$ cat src/rtl/step_pattern_sequencer.sv
`default_nettype none
// ============================================================================
// Module      : step_pattern_sequencer
// Description : Step pattern memory and sequencer. It drives the tone Select
//               bus of audio_interface one step per bpm_step pulse.
// Revision    : 1.0 - initial release
// ============================================================================
module step_pattern_sequencer #(
    parameter int STEPS = 16,
    parameter int AW    = 4,
    parameter int TONES = 12
) (
    input  logic             CLOCK_50,
    input  logic             nReset,
    input  logic             nStart,
    input  logic             bpm_step,
    input  logic             play_en,
    input  logic             wr_en,
    input  logic [AW-1:0]    wr_addr,
    input  logic [TONES-1:0] wr_data,
    input  logic [AW-1:0]    rd_addr,
    output logic [TONES-1:0] rd_data,
    output logic [TONES-1:0] Select,
    output logic [AW-1:0]    step_idx,
    output logic [STEPS-1:0] step_led,
    output logic             running
);

    localparam logic [1:0]    c_st_idle  = 2'd0;
    localparam logic [1:0]    c_st_armed = 2'd1;
    localparam logic [1:0]    c_st_run   = 2'd2;
    localparam logic [AW-1:0] c_last     = AW'(STEPS - 1);

    logic [1:0]       state_q, state_d;
    logic             nstart_q;
    logic [AW-1:0]    step_idx_q, step_idx_d;
    logic [TONES-1:0] select_q, select_d;
    logic [TONES-1:0] rd_data_q, rd_data_d;
    logic [TONES-1:0] mem_q [STEPS];
    logic [TONES-1:0] mem_d [STEPS];

    logic             w_start;
    logic             w_load;
    logic             w_clear;
    logic [AW-1:0]    w_load_addr;
    logic [TONES-1:0] w_load_val;

    assign w_start = nstart_q & ~nStart;

    // State register and all datapath flops
    always_ff @(posedge CLOCK_50) begin
        if (!nReset) begin
            state_q    <= c_st_idle;
            nstart_q   <= 1'b1;
            step_idx_q <= '0;
            select_q   <= '0;
            rd_data_q  <= '0;
            mem_q      <= '{default: '0};
        end else begin
            state_q    <= state_d;
            nstart_q   <= nStart;
            step_idx_q <= step_idx_d;
            select_q   <= select_d;
            rd_data_q  <= rd_data_d;
            mem_q      <= mem_d;
        end
    end

    // Next-state logic; a start request overrides every other condition
    always_comb begin
        state_d     = state_q;
        w_load      = 1'b0;
        w_clear     = 1'b0;
        w_load_addr = '0;
        if (w_start) begin
            state_d = c_st_armed;
            w_load  = 1'b1;
        end else begin
            case (state_q)
                c_st_idle: begin
                    state_d = c_st_idle;
                end
                c_st_armed: begin
                    if (play_en) state_d = c_st_run;
                end
                c_st_run: begin
                    if (!play_en) begin
                        state_d = c_st_idle;
                        w_clear = 1'b1;
                    end else if (bpm_step) begin
                        w_load      = 1'b1;
                        w_load_addr = (step_idx_q == c_last) ? '0 : step_idx_q + 1'b1;
                    end
                end
                default: begin
                    state_d = c_st_idle;
                    w_clear = 1'b1;
                end
            endcase
        end
    end

    // Memory write, read port and step load (write-through on a same-cycle write)
    always_comb begin
        mem_d      = mem_q;
        rd_data_d  = '0;
        w_load_val = '0;
        for (int i = 0; i < STEPS; i++) begin
            if (wr_en && (wr_addr == AW'(i))) mem_d[i] = wr_data;
            if (rd_addr == AW'(i)) rd_data_d = mem_q[i];
            if (w_load_addr == AW'(i))
                w_load_val = (wr_en && (wr_addr == w_load_addr)) ? wr_data : mem_q[i];
        end
        step_idx_d = step_idx_q;
        select_d   = select_q;
        if (w_clear) begin
            step_idx_d = '0;
            select_d   = '0;
        end else if (w_load) begin
            step_idx_d = w_load_addr;
            select_d   = w_load_val;
        end
    end

    // Output logic
    always_comb begin
        running  = (state_q == c_st_run);
        Select   = select_q;
        step_idx = step_idx_q;
        rd_data  = rd_data_q;
        step_led = '0;
        for (int i = 0; i < STEPS; i++) begin
            step_led[i] = (state_q != c_st_idle) && (step_idx_q == AW'(i));
        end
    end

endmodule
`default_nettype wire

$ cat config.mk
export PLATFORM = sky130hd
export DESIGN_NAME = step_pattern_sequencer
export DESIGN_NICKNAME = d
export VERILOG_FILES = /design/src/rtl/step_pattern_sequencer.sv
export SDC_FILE = /design/constraint.sdc
export NUM_CORES = 1
export LEC_CHECK = 0
export ABC_AREA = 1
export CORE_MARGIN = 5
export CORE_UTILIZATION = 25
export CTS_CLUSTER_SIZE = 30
export DETAILED_ROUTE_END_ITERATION = 7
export SETUP_SLACK_MARGIN = 0.15
export SLEW_MARGIN = 20
export SYNTH_ARGS = -nofsm -noshare
export SYNTH_HDL_FRONTEND = slang
export SYNTH_SLANG_ARGS = --single-unit
$ cat constraint.sdc
create_clock -name CLOCK_50 -period 2.3 [get_ports CLOCK_50]
set_input_delay 0.23 -clock CLOCK_50 [delete_from_list [all_inputs] [get_ports CLOCK_50]]
set_output_delay 0.23 -clock CLOCK_50 [all_outputs]
set_load 0.01 [all_outputs]
==> results by group, run 1 <==
Detailed routing
  – Via/cell ratio: 5.02
  – Final WL: 53200 microns
  – DRC: 0
  – DR vias: 14.6k
  – Routed Antenna Nets: 0
  – 1st-pass router iterations: 5
  – Initial drt markers: 1603
  – Mean routed wirelength per cell: 18.3 microns

Synthesis
  – Multiplexer share of the synthesized area: 0%
  – Register area share after synthesis: 36.3%
  – Xor/xnor share of the synthesized area: 0%
  – Compound-Gate Fraction of Synth Area: 22.5%
  – Area contributors post-synth: dfxtp_1 (36%), nand2_1 (15%), o21ai_0 (11%)
  – Yosys warns: 0
  – Top cell type's share of synthesized area: 36.3%
  – Largest family of logic cells by synthesized area: simple AND/OR/NAND/NOR gates
  – Post-Synth Adder-Cell Area: 0.407%
  – Synth Area in Simple Gates: 31.1%
  – Post-synth top area cell: dfxtp_1
  – Post-Syn Nets: 2018
  – Syn Inst Count: 1988
  – Mean Syn Cell Area: 6.18 sq um
  – Synthesized cell area: 12300 sq um
  – Synth Register Bits: 223
  – Yosys cell types: 34

Clock tree
  – Clk buf depth: 3
  – CTS root buffer: clkbuf_16
  – CTS Buf Count: 26
  – CTS Sinks: 223
  – Worst skew pair latency: 550 ps
  – CTS Hold Bufs: 0
  – CTS tree: done
  – H-tree levels: 1
  – Reg clk slew, reported paths: 60 ps

Floorplan
  – Num ports: 71
  – Core Region: 48700 sq um
  – Die area: 53700 sq um
  – Initial Utilization: 25.2%
  – Rows: 81
  – Die Ht: 232 microns
  – Die X: 232 microns

Finish
  – Commonest non-fill, non-tap cell in the layout: nand2_1
  – Fill cells: 5220
  – Seq. cell area: 4480 sq um
  – Share of cells above drive strength 1: 20.2%
  – Multi-input logic area: 7100 sq um
  – Layout net count: 2251
  – Commonest non-fill, non-tap cells in the layout: nand2_1 (431), nor2_1 (311), o21ai_0 (270), buf_4 (235), dfxtp_1 (216)
  – P&R area growth vs syn: 37.4%
  – Number of diodes: 0

Timing
  – Post-route clock skew: 13.1 ps
  – Worst-margin pin slew: 594 ps
  – F_max: 0.341 GHz
  – Final worst-path cycle share: 128%
  – Final worst slack: -634 ps
  – RSZ-0062 raised after global routing: true
  – Final hold vios: 0
  – Final setup vio count: 12
  – Max Transition Viols Final: 0
  – Final worst path period need: 2930 ps
  – Slew margin rel.: 60.3%
  – Post-route setup TNS: -6500 ps

Global route
  – Vias in the first global route: 13.8k
  – Overall Global Routing Usage: 19.2%
  – GRT Residual Overflow: 0
  – Antenna violations before repair: 0
  – Pin count of the biggest net entering global routing: 96
  – First-pass GRT wire length: 81800 microns

Power and ir drop
  – Psw: 2.43 mW
  – P_leak: 7.43 nW
  – Gate power share: 10.0%
  – Sw Ratio: 25.3%
  – Total Power: 9.57 mW
  – Internal: 7.14 mW
  – Clock share of power: 47.9%
  – Flop pwr share: 42.1%
  – Cell area power density: 566 nW/um^2
  – VDD IR max: 0.573 mV

Outcome
  – Status: finished, violations left
  – Failing checks: setup timing

Worst setup path
  – Most Frequent Cell on Critical Path: nand2_2
  – Slowest CP cell: dfxtp_4
  – CP Data Arrival Time: 3380 ps
  – Reg-to-Reg End: Select[7]
  – Setup crit end kind: flip-flop
  – FF-to-FF path depth: 25
  – Worst path max stage delay: 360 ps
  – CP Launch Type: flip-flop
  – Crit path required time: 2740 ps
  – CP Class: reg -> reg
  – Reg-to-reg startpoint: step_idx[1]
  – R2R setup slack: -630 ps
  – CP Capture Point: Select[7]
  – Launch point of the worst path: step_idx[1]
  – Crit-path max FO: 7

Min path
  – Tightest Hold Check Type: in -> reg

Placement
  – Post-detail-place hpwl: 40400 microns
  – I/O Buffers: 70
  – Placer Congestion: 0.960

Job
  – Number of max-cap violations: 0
-- cell families after synthesis --
family,after synthesis
AO/OA/AOI/OAI,520
flip-flops,223
buffers and inverters,299
adder cells (fa/ha/maj),4
AND/OR/NAND/NOR,942
-- metrics by stage --
stage	hold WS, ps	utilization, %	cell area, sq um	setup WS [ps]	instances
global route	79.1	34.7	16900	-857	2903
CTS	49.5	34.3	16700	-612	2898
floorplan	338	-	12300	-60.8	1988
global placement	449	31.4	15300	-1130	2839
finish	65.8	34.7	16900	-634	2903
detailed placement	457	31.4	15300	-1130	2839
-- layer usage --
layer	vias to the layer above	track usage (%)	wire length (microns)
li1	6959	-	-
met1	6835	26.4	23300
met2	657	30.7	23700
met3	115	3.73	4750
met4	0	5.39	1510
met5	-	0	0
-- flip-flops by register name, summed over array words and instances, names as in the netlist --
register / cells
state_q: 2
Select: 12
rd_data: 12
step_idx: 4
mem_q: 192
nstart_q: 1
-- repair_timing --
action,CTS,global route
endpoints found under the setup margin,40,30
gates resized for setup,119,66
pin swaps,43,71
cloned,2,1
buffers inserted,11,4
-- worst max-delay path, delay by kind of cell, from the launching register on --
kind | cells | cell delay, ps
AO/OA/AOI/OAI | 1 | 110
AND/OR/NAND/NOR | 20 | 1830
buffers and inverters | 3 | 330
adder cells (fa/ha/maj) | 1 | 180
flip-flops | 1 | 360
-- power by group through the flow --
stage,Sequential [mW],Combinational [mW],Clock [mW]
CTS,4.03,0.932,4.65
finish,4.03,0.956,4.58
global placement,4.11,0.895,0
detailed placement,4.11,0.900,0
global route,4.04,1.04,4.78
floorplan,4.10,0.429,0
-- layout make-up --
type | count | share of cell area, %
clock buffers | 38 | 4.72
multi-input cells | 1466 | 42.0
clock inverters | 8 | 0.874
repair buffers | 330 | 17.1
well taps | 664 | 4.92
inverters | 174 | 3.88
flip-flops and latches | 223 | 26.5
-- worst min-delay path by stage --
stage | startpoint | endpoint | slack, ps | cells after the start
after CTS | nReset | nstart_q | 50 | 2
final | nReset | nstart_q | 70 | 2
after floorplan | nStart | nstart_q | 340 | 2
after global placement | mem_q[59] | mem_q[59] | 450 | 2
after detailed placement | mem_q[152] | mem_q[152] | 460 | 2
after global routing | nReset | nstart_q | 80 | 2
-- cells in the mapped netlist, drive strengths merged --
| cell type | count |
|---|---|
| ha | 4 |
| o21ai | 284 |
| nand4 | 34 |
| a21boi | 3 |
| o22ai | 4 |
| dfxtp | 223 |
| nor3 | 4 |
| a31oi | 2 |
| clkbuf | 99 |
| a221oi | 4 |
| inv | 170 |
| nand3b | 1 |
| nor2 | 326 |
| clkinv | 4 |
| buf | 26 |
| o2111a | 1 |
| a211oi | 1 |
| o221ai | 1 |
| nand3 | 93 |
| nor4 | 1 |
| a21oi | 182 |
| o2111ai | 15 |
| nand2 | 483 |
| o211ai | 21 |
| a2111oi | 2 |
(Power assumes the default switching activity.)
==> run 2, diff against run 1 <==
--- a/config.mk
+++ b/config.mk
@@ -10,7 +10,7 @@
 export CORE_UTILIZATION = 25
 export CTS_CLUSTER_SIZE = 30
 export DETAILED_ROUTE_END_ITERATION = 7
-export SETUP_SLACK_MARGIN = 0.15
+export SETUP_SLACK_MARGIN = 0.02
 export SLEW_MARGIN = 20
 export SYNTH_ARGS = -nofsm -noshare
 export SYNTH_HDL_FRONTEND = slang
==> run 2 against run 1 <==
Effect of this change:
- the run still ends with setup timing left
- cell count fell by 0.17%
- power barely moved
- count of clock-buffer cells in the layout did not move
- maximum frequency rose by 0.53%
- worst setup slack improved by 16 ps
- non-clock buffer count fell by 5
- largest cell class unchanged
- largest power group unchanged
==> results by group, run 2 (synthesis results as in run 1) <==
Clock tree
  – Reg clk slew, reported paths: 60 ps
  – H-tree levels: 1
  – CTS root buffer: clkbuf_16
  – CTS Sinks: 223
  – Clk buf depth: 3
  – CTS Buf Count: 26
  – Worst skew pair latency: 550 ps
  – CTS tree: done
  – CTS Hold Bufs: 0

Detailed routing
  – Routed Antenna Nets: 0
  – DRC: 0
  – DR WL met3: 4890 microns
  – 1st-pass router iterations: 6
  – Initial drt markers: 1572
  – Top layer in use: met4
  – Mean routed wirelength per cell: 18.3 microns
  – DR vias: 14.5k
  – DRT met1 WL: 23100 microns
  – Met2 wire len: 23500 microns
  – Final WL: 53000 microns
  – Via/cell ratio: 5.01

Worst setup path
  – CP Launch Type: flip-flop
  – R2R setup slack: -620 ps
  – CP Class: reg -> reg
  – Crit path required time: 2750 ps
  – CP Data Arrival Time: 3360 ps
  – Crit-path max FO: 6
  – Reg-to-reg startpoint: step_idx[1]
  – Reg-to-Reg End: Select[7]
  – FF-to-FF path depth: 25
  – Setup crit end kind: flip-flop

Floorplan
  – Rows: 81
  – Die area: 53700 sq um
  – Die Ht: 232 microns
  – Initial Utilization: 25.2%
  – Core Region: 48700 sq um
  – Num ports: 71
  – Die X: 232 microns

Finish
  – Commonest non-fill, non-tap cell in the layout: nand2_1
  – P&R area growth vs syn: 36.7%
  – Max reg flops: 192
  – Commonest non-fill, non-tap cells in the layout: nand2_1 (429), nor2_1 (309), o21ai_0 (273), buf_4 (232), dfxtp_1 (217)
  – Non-Filler Instances: 2898
  – Most flops, register: mem_q
  – Share of cells above drive strength 1: 19.6%
  – Number of diodes: 0
  – Layout net count: 2246
  – Fill cells: 5228

Global route
  – Antenna violations before repair: 0
  – Overall Global Routing Usage: 19.1%
  – First-pass GRT wire length: 81600 microns
  – Pin count of the biggest net entering global routing: 96
  – Vias in the first global route: 13.8k
  – GRT Residual Overflow: 0

Timing
  – Final worst slack: -619 ps
  – RSZ-0062 raised after global routing: true
  – Worst-margin pin slew: 581 ps
  – F_max: 0.343 GHz
  – Final worst path period need: 2920 ps
  – Post-route clock skew: 13.5 ps
  – Final hold vios: 0
  – Final setup vio count: 12
  – Hold_ws: 69.0 ps
  – Max Transition Viols Final: 0
  – Slew margin rel.: 61.2%
  – Post-route setup TNS: -6050 ps
  – Final worst-path cycle share: 127%

Placement
  – I/O Buffers: 70
  – Post-detail-place hpwl: 40400 microns
  – Placer Congestion: 0.960
  – Placed cell count: 2839

Outcome
  – Status: finished, violations left
  – Failing checks: setup timing

Power and ir drop
  – Sw Ratio: 25.3%
  – Cell area power density: 569 nW/um^2
  – Psw: 2.42 mW
  – VDD IR max: 0.575 mV
  – Clock share of power: 47.9%
  – Flop pwr share: 42.2%
  – P_leak: 7.34 nW
  – Internal: 7.14 mW
  – Gate power share: 9.9%

Min path
  – Hold Crit Endpoint: nstart_q
  – Tightest Hold Check Type: in -> reg
  – Hold Path Stages: 2
  – Hold_sp: nReset

Job
  – Number of max-cap violations: 0
-- run 2: cell count changes in the layout (fill, tap and decap cells not counted), moves of 3 or more --
cell	before	now
clkdlybuf4s50_1	49	57
o21ai_0	270	273
a21oi_1	173	178
nand2_2	48	51
a21oi_2	9	4
buf_4	235	232
clkbuf_2	8	3
-- run 2: power groups by stage --
stage               combinational [mW]  sequential [mW]  clock (mW)
floorplan                        0.429             4.10           0
global placement                 0.895             4.11           0
detailed placement               0.900             4.11           0
CTS                              0.927             4.03        4.65
global route                      1.03             4.04        4.79
finish                           0.951             4.03        4.58
-- run 2: worst max path at each step --
stage | startpoint | endpoint | slack (ps)
finish | step_idx[1] | Select[7] | -620
global route | step_idx[0] | Select[5] | -820
CTS | step_idx[0] | Select[7] | -610
detailed placement | rd_addr[3] | rd_data[10] | -1130
global placement | rd_addr[3] | rd_data[10] | -1130
floorplan | step_idx[0] | Select[7] | -60
-- run 2: layout make-up --
class                           instances  area [sq um]  share of cell area, %
Tap cell                              664           831                   4.94
Inverter                              174           656                   3.90
Timing Repair Buffer                  325          2840                   16.9
Clock buffer                           38           797                   4.74
Clock inverter                          8           148                  0.879
Multi-Input combinational cell       1466          7060                   42.0
Sequential cell                       223          4480                   26.6
-- run 2: repair_timing --
action | in CTS | in global routing
setup buffers | 10 | 3
pin swaps | 37 | 64
setup endpoints to repair | 34 | 24
gates resized for setup | 90 | 68
gates cloned | 2 | 0
-- run 2: metal layers --
| metal | vias to the layer above | GRT usage (%) |
|---|---|---|
| met1 | 6790 | 26.5 |
| met5 | - | 0 |
| met2 | 678 | 30.5 |
| li1 | 6948 | - |
| met3 | 113 | 3.66 |
| met4 | 0 | 5.41 |
-- run 2: critical path, stage by stage, from the launching register on --
cell and delay, ps:
dfxtp_4 360, ha_4 180, nand3_2 80, nand2_2 60, nor2_4 130, nand2_2 90, nand2_2 70, nand2_2 60
nor2_4 200, nand2_4 130, buf_12 170, buf_8 130, nand2_2 50, nand2_1 50, nand2_1 90, nand2_1 70
a21oi_2 110, nand3_1 90, nand2_1 90, nand3_2 90, nand2_2 80, nand4_1 100, nor2_2 120, nand4_1 100
nand2_1 80, inv_1 30
-- run 2: through the flow --
step           instance area (sq um)  setup WS [ps]  utilization, %  total power [mW]
2_1_floorplan                  12300          -60.8               -              4.52
3_3_place_gp                   15300          -1130            31.4              5.00
3_5_place_dp                   15300          -1130            31.4              5.01
4_1_cts                        16600           -612            34.1              9.60
5_1_grt                        16800           -815            34.5              9.86
6_report                       16800           -619            34.5              9.56
==> run 3, diff against run 2 <==
--- a/config.mk
+++ b/config.mk
@@ -6,10 +6,10 @@
 export NUM_CORES = 1
 export LEC_CHECK = 0
 export ABC_AREA = 1
-export CORE_MARGIN = 5
 export CORE_UTILIZATION = 25
 export CTS_CLUSTER_SIZE = 30
 export DETAILED_ROUTE_END_ITERATION = 7
+export MAX_ROUTING_LAYER = met4
 export SETUP_SLACK_MARGIN = 0.02
 export SLEW_MARGIN = 20
 export SYNTH_ARGS = -nofsm -noshare
==> run 3 against run 2 <==
Effect of this change:
- the run still ends with setup timing left
- clock power grew 3%
- routed wire length decreased by 2.4%
- sequential share of layout area shrank 0.14 points
- non-clock buffer count is 5 lower
- power grew 1.3%
==> results by group, run 3 (synthesis results as in run 1) <==
Outcome
  – Status: finished, violations left
  – Failing checks: setup timing

Finish
  – Fin util: 35.1%
  – Most flops, register: mem_q
  – Number of diodes: 0
  – Layout net count: 2242
  – Commonest non-fill, non-tap cell in the layout: nand2_1
  – Commonest non-fill, non-tap cells in the layout: nand2_1 (441), nor2_1 (305), o21ai_0 (271), buf_4 (220), dfxtp_1 (216)
  – Max reg flops: 192
  – P&R area growth vs syn: 37.5%
  – Share of cells above drive strength 1: 19.0%

Floorplan
  – Rows: 80
  – Die Ht: 224 microns
  – Core Region: 48100 sq um
  – Die area: 50100 sq um
  – Initial Utilization: 25.5%
  – Die X: 224 microns
  – Num ports: 71

Global route
  – Pin count of the biggest net entering global routing: 204
  – GRT Residual Overflow: 0
  – Antenna violations before repair: 0
  – First-pass GRT wire length: 80400 microns
  – Overall Global Routing Usage: 21.2%
  – Vias in the first global route: 14.0k

Timing
  – Final worst slack: -632 ps
  – Final worst-path cycle share: 127%
  – Final worst path period need: 2930 ps
  – Slew margin rel.: 42.7%
  – Max Transition Viols Final: 0
  – RSZ-0062 raised after global routing: true
  – Worst-margin pin slew: 860 ps
  – Final setup vio count: 12
  – F_max: 0.341 GHz
  – Post-route clock skew: 14.9 ps
  – Final hold vios: 0

Detailed routing
  – Routed Antenna Nets: 0
  – Final WL: 51800 microns
  – Mean routed wirelength per cell: 17.9 microns
  – DRC: 0
  – DR vias: 14.2k
  – 1st-pass router iterations: 6
  – Via/cell ratio: 4.93
  – Initial drt markers: 1097

Placement
  – Post-detail-place hpwl: 37900 microns
  – I/O Buffers: 70
  – Placer Congestion: 0.939

Worst setup path
  – CP Class: reg -> reg
  – R2R setup slack: -630 ps
  – Crit-path max FO: 11
  – CP Launch Type: flip-flop
  – CP Data Arrival Time: 3390 ps
  – Setup crit end kind: flip-flop
  – Crit path required time: 2760 ps

Power and ir drop
  – VDD IR max: 0.470 mV
  – Psw: 2.46 mW
  – Flop pwr share: 41.6%
  – Cell area power density: 573 nW/um^2
  – Sw Ratio: 25.4%
  – Gate power share: 9.7%
  – Internal: 7.22 mW
  – Clock share of power: 48.7%
  – P_leak: 7.43 nW
  – Total Power: 9.68 mW

Clock tree
  – Clk buf depth: 3
  – CTS tree: done
  – CTS Sinks: 223
  – H-tree levels: 1
  – Reg clk slew, reported paths: 60 ps
  – CTS root buffer: clkbuf_16
  – CTS Buf Count: 27
  – Worst skew pair latency: 560 ps

Min path
  – Tightest Hold Check Type: in -> reg

Job
  – Number of max-cap violations: 0
## run 3: cell count changes in the layout (fill, tap and decap cells not counted), sizes merged
cell	previous run	this run
buf	256	248
bufinv	4	6
dlygate4sd2	8	7
bufbuf	0	1
clkinv	7	10
clkbuf	41	34
clkinvlp	0	2
inv	171	172
dlymetal6s2s	0	7
dlygate4sd3	0	1
clkdlybuf4s50	57	54
## run 3: final cells by class
cell class              count  area (sq um)
flip-flops and latches    223          4480
fillers                  5175         31200
well taps                 656           821
clock inverters            16           240
clock buffers              33           728
repair buffers            320          2890
inverters                 174           664
multi-input cells        1466          7080
## run 3: layer usage
metal  routed length [microns]  vias to the layer above  share of wire [%]  track usage, %
met5                         0                        -                  0               -
met4                      1590                        0                3.1            6.45
met3                      3910                      106                7.6            2.45
met2                     23500                      537                 45            34.5
met1                     22800                     6645                 44            27.4
li1                          -                     6946                  -               -
## run 3: path summary, 6_finish.rpt
check / startpoint / endpoint / cells past startpoint
max: step_idx[0] / Select[3] / 25
min: nStart / nstart_q / 3
max reg2reg: step_idx[0] / Select[3] / 25
min reg2reg: mem_q[41] / mem_q[41] / 2
## run 3: per-stage QoR
| stage | TNS, ps | std cells | setup slack, ps | hold slack (ps) | area (sq um) |
|---|---|---|---|---|---|
| after floorplan | -479 | 1988 | -60.8 | 338 | 12300 |
| after global placement | -19720 | 2819 | -1010 | 452 | 15200 |
| after detailed placement | -19310 | 2819 | -1020 | 452 | 15200 |
| after CTS | -6670 | 2877 | -609 | 220 | 16500 |
| after global routing | -9060 | 2888 | -841 | 282 | 16900 |
| final | -6650 | 2888 | -632 | 241 | 16900 |
## run 3: timing repair
item / in CTS / in global routing
setup buffers: 6 / 12
hold buffers: 1 / 0
pin swaps: 33 / 42
endpoints found under the hold margin: 1 / 0
gates resized for setup: 70 / 98
endpoints found under the setup margin: 29 / 31
gates cloned: 2 / 1
## run 3: power by group through the flow
stage	Sequential (mW)	Combinational (mW)	Clock, mW
floorplan	4.10	0.429	0
global placement	4.11	0.879	0
detailed placement	4.11	0.883	0
CTS	4.03	0.911	4.79
global route	4.04	1.02	4.96
finish	4.03	0.941	4.71
## run 3: worst max-delay path: stages (launching register included)
cell       delay [ps]
dfxtp_4           360
ha_4              180
nand3_4           100
nand2_4            60
nor2_4            160
nand2_2           100
nand2_2            80
nand2_2            70
nor2_4            160
nand2_4           140
buf_4             170
bufbuf_16         270
nand2_1            60
nand2_1            50
nand2_1            50
nand2_1            40
nor2_1             80
nand3_1           100
nand2_1            70
nand3_1            80
nand2_1            80
nand4_1            90
nand2_1            80
nand4_1            70
nor2_1             90
nor2_1             40
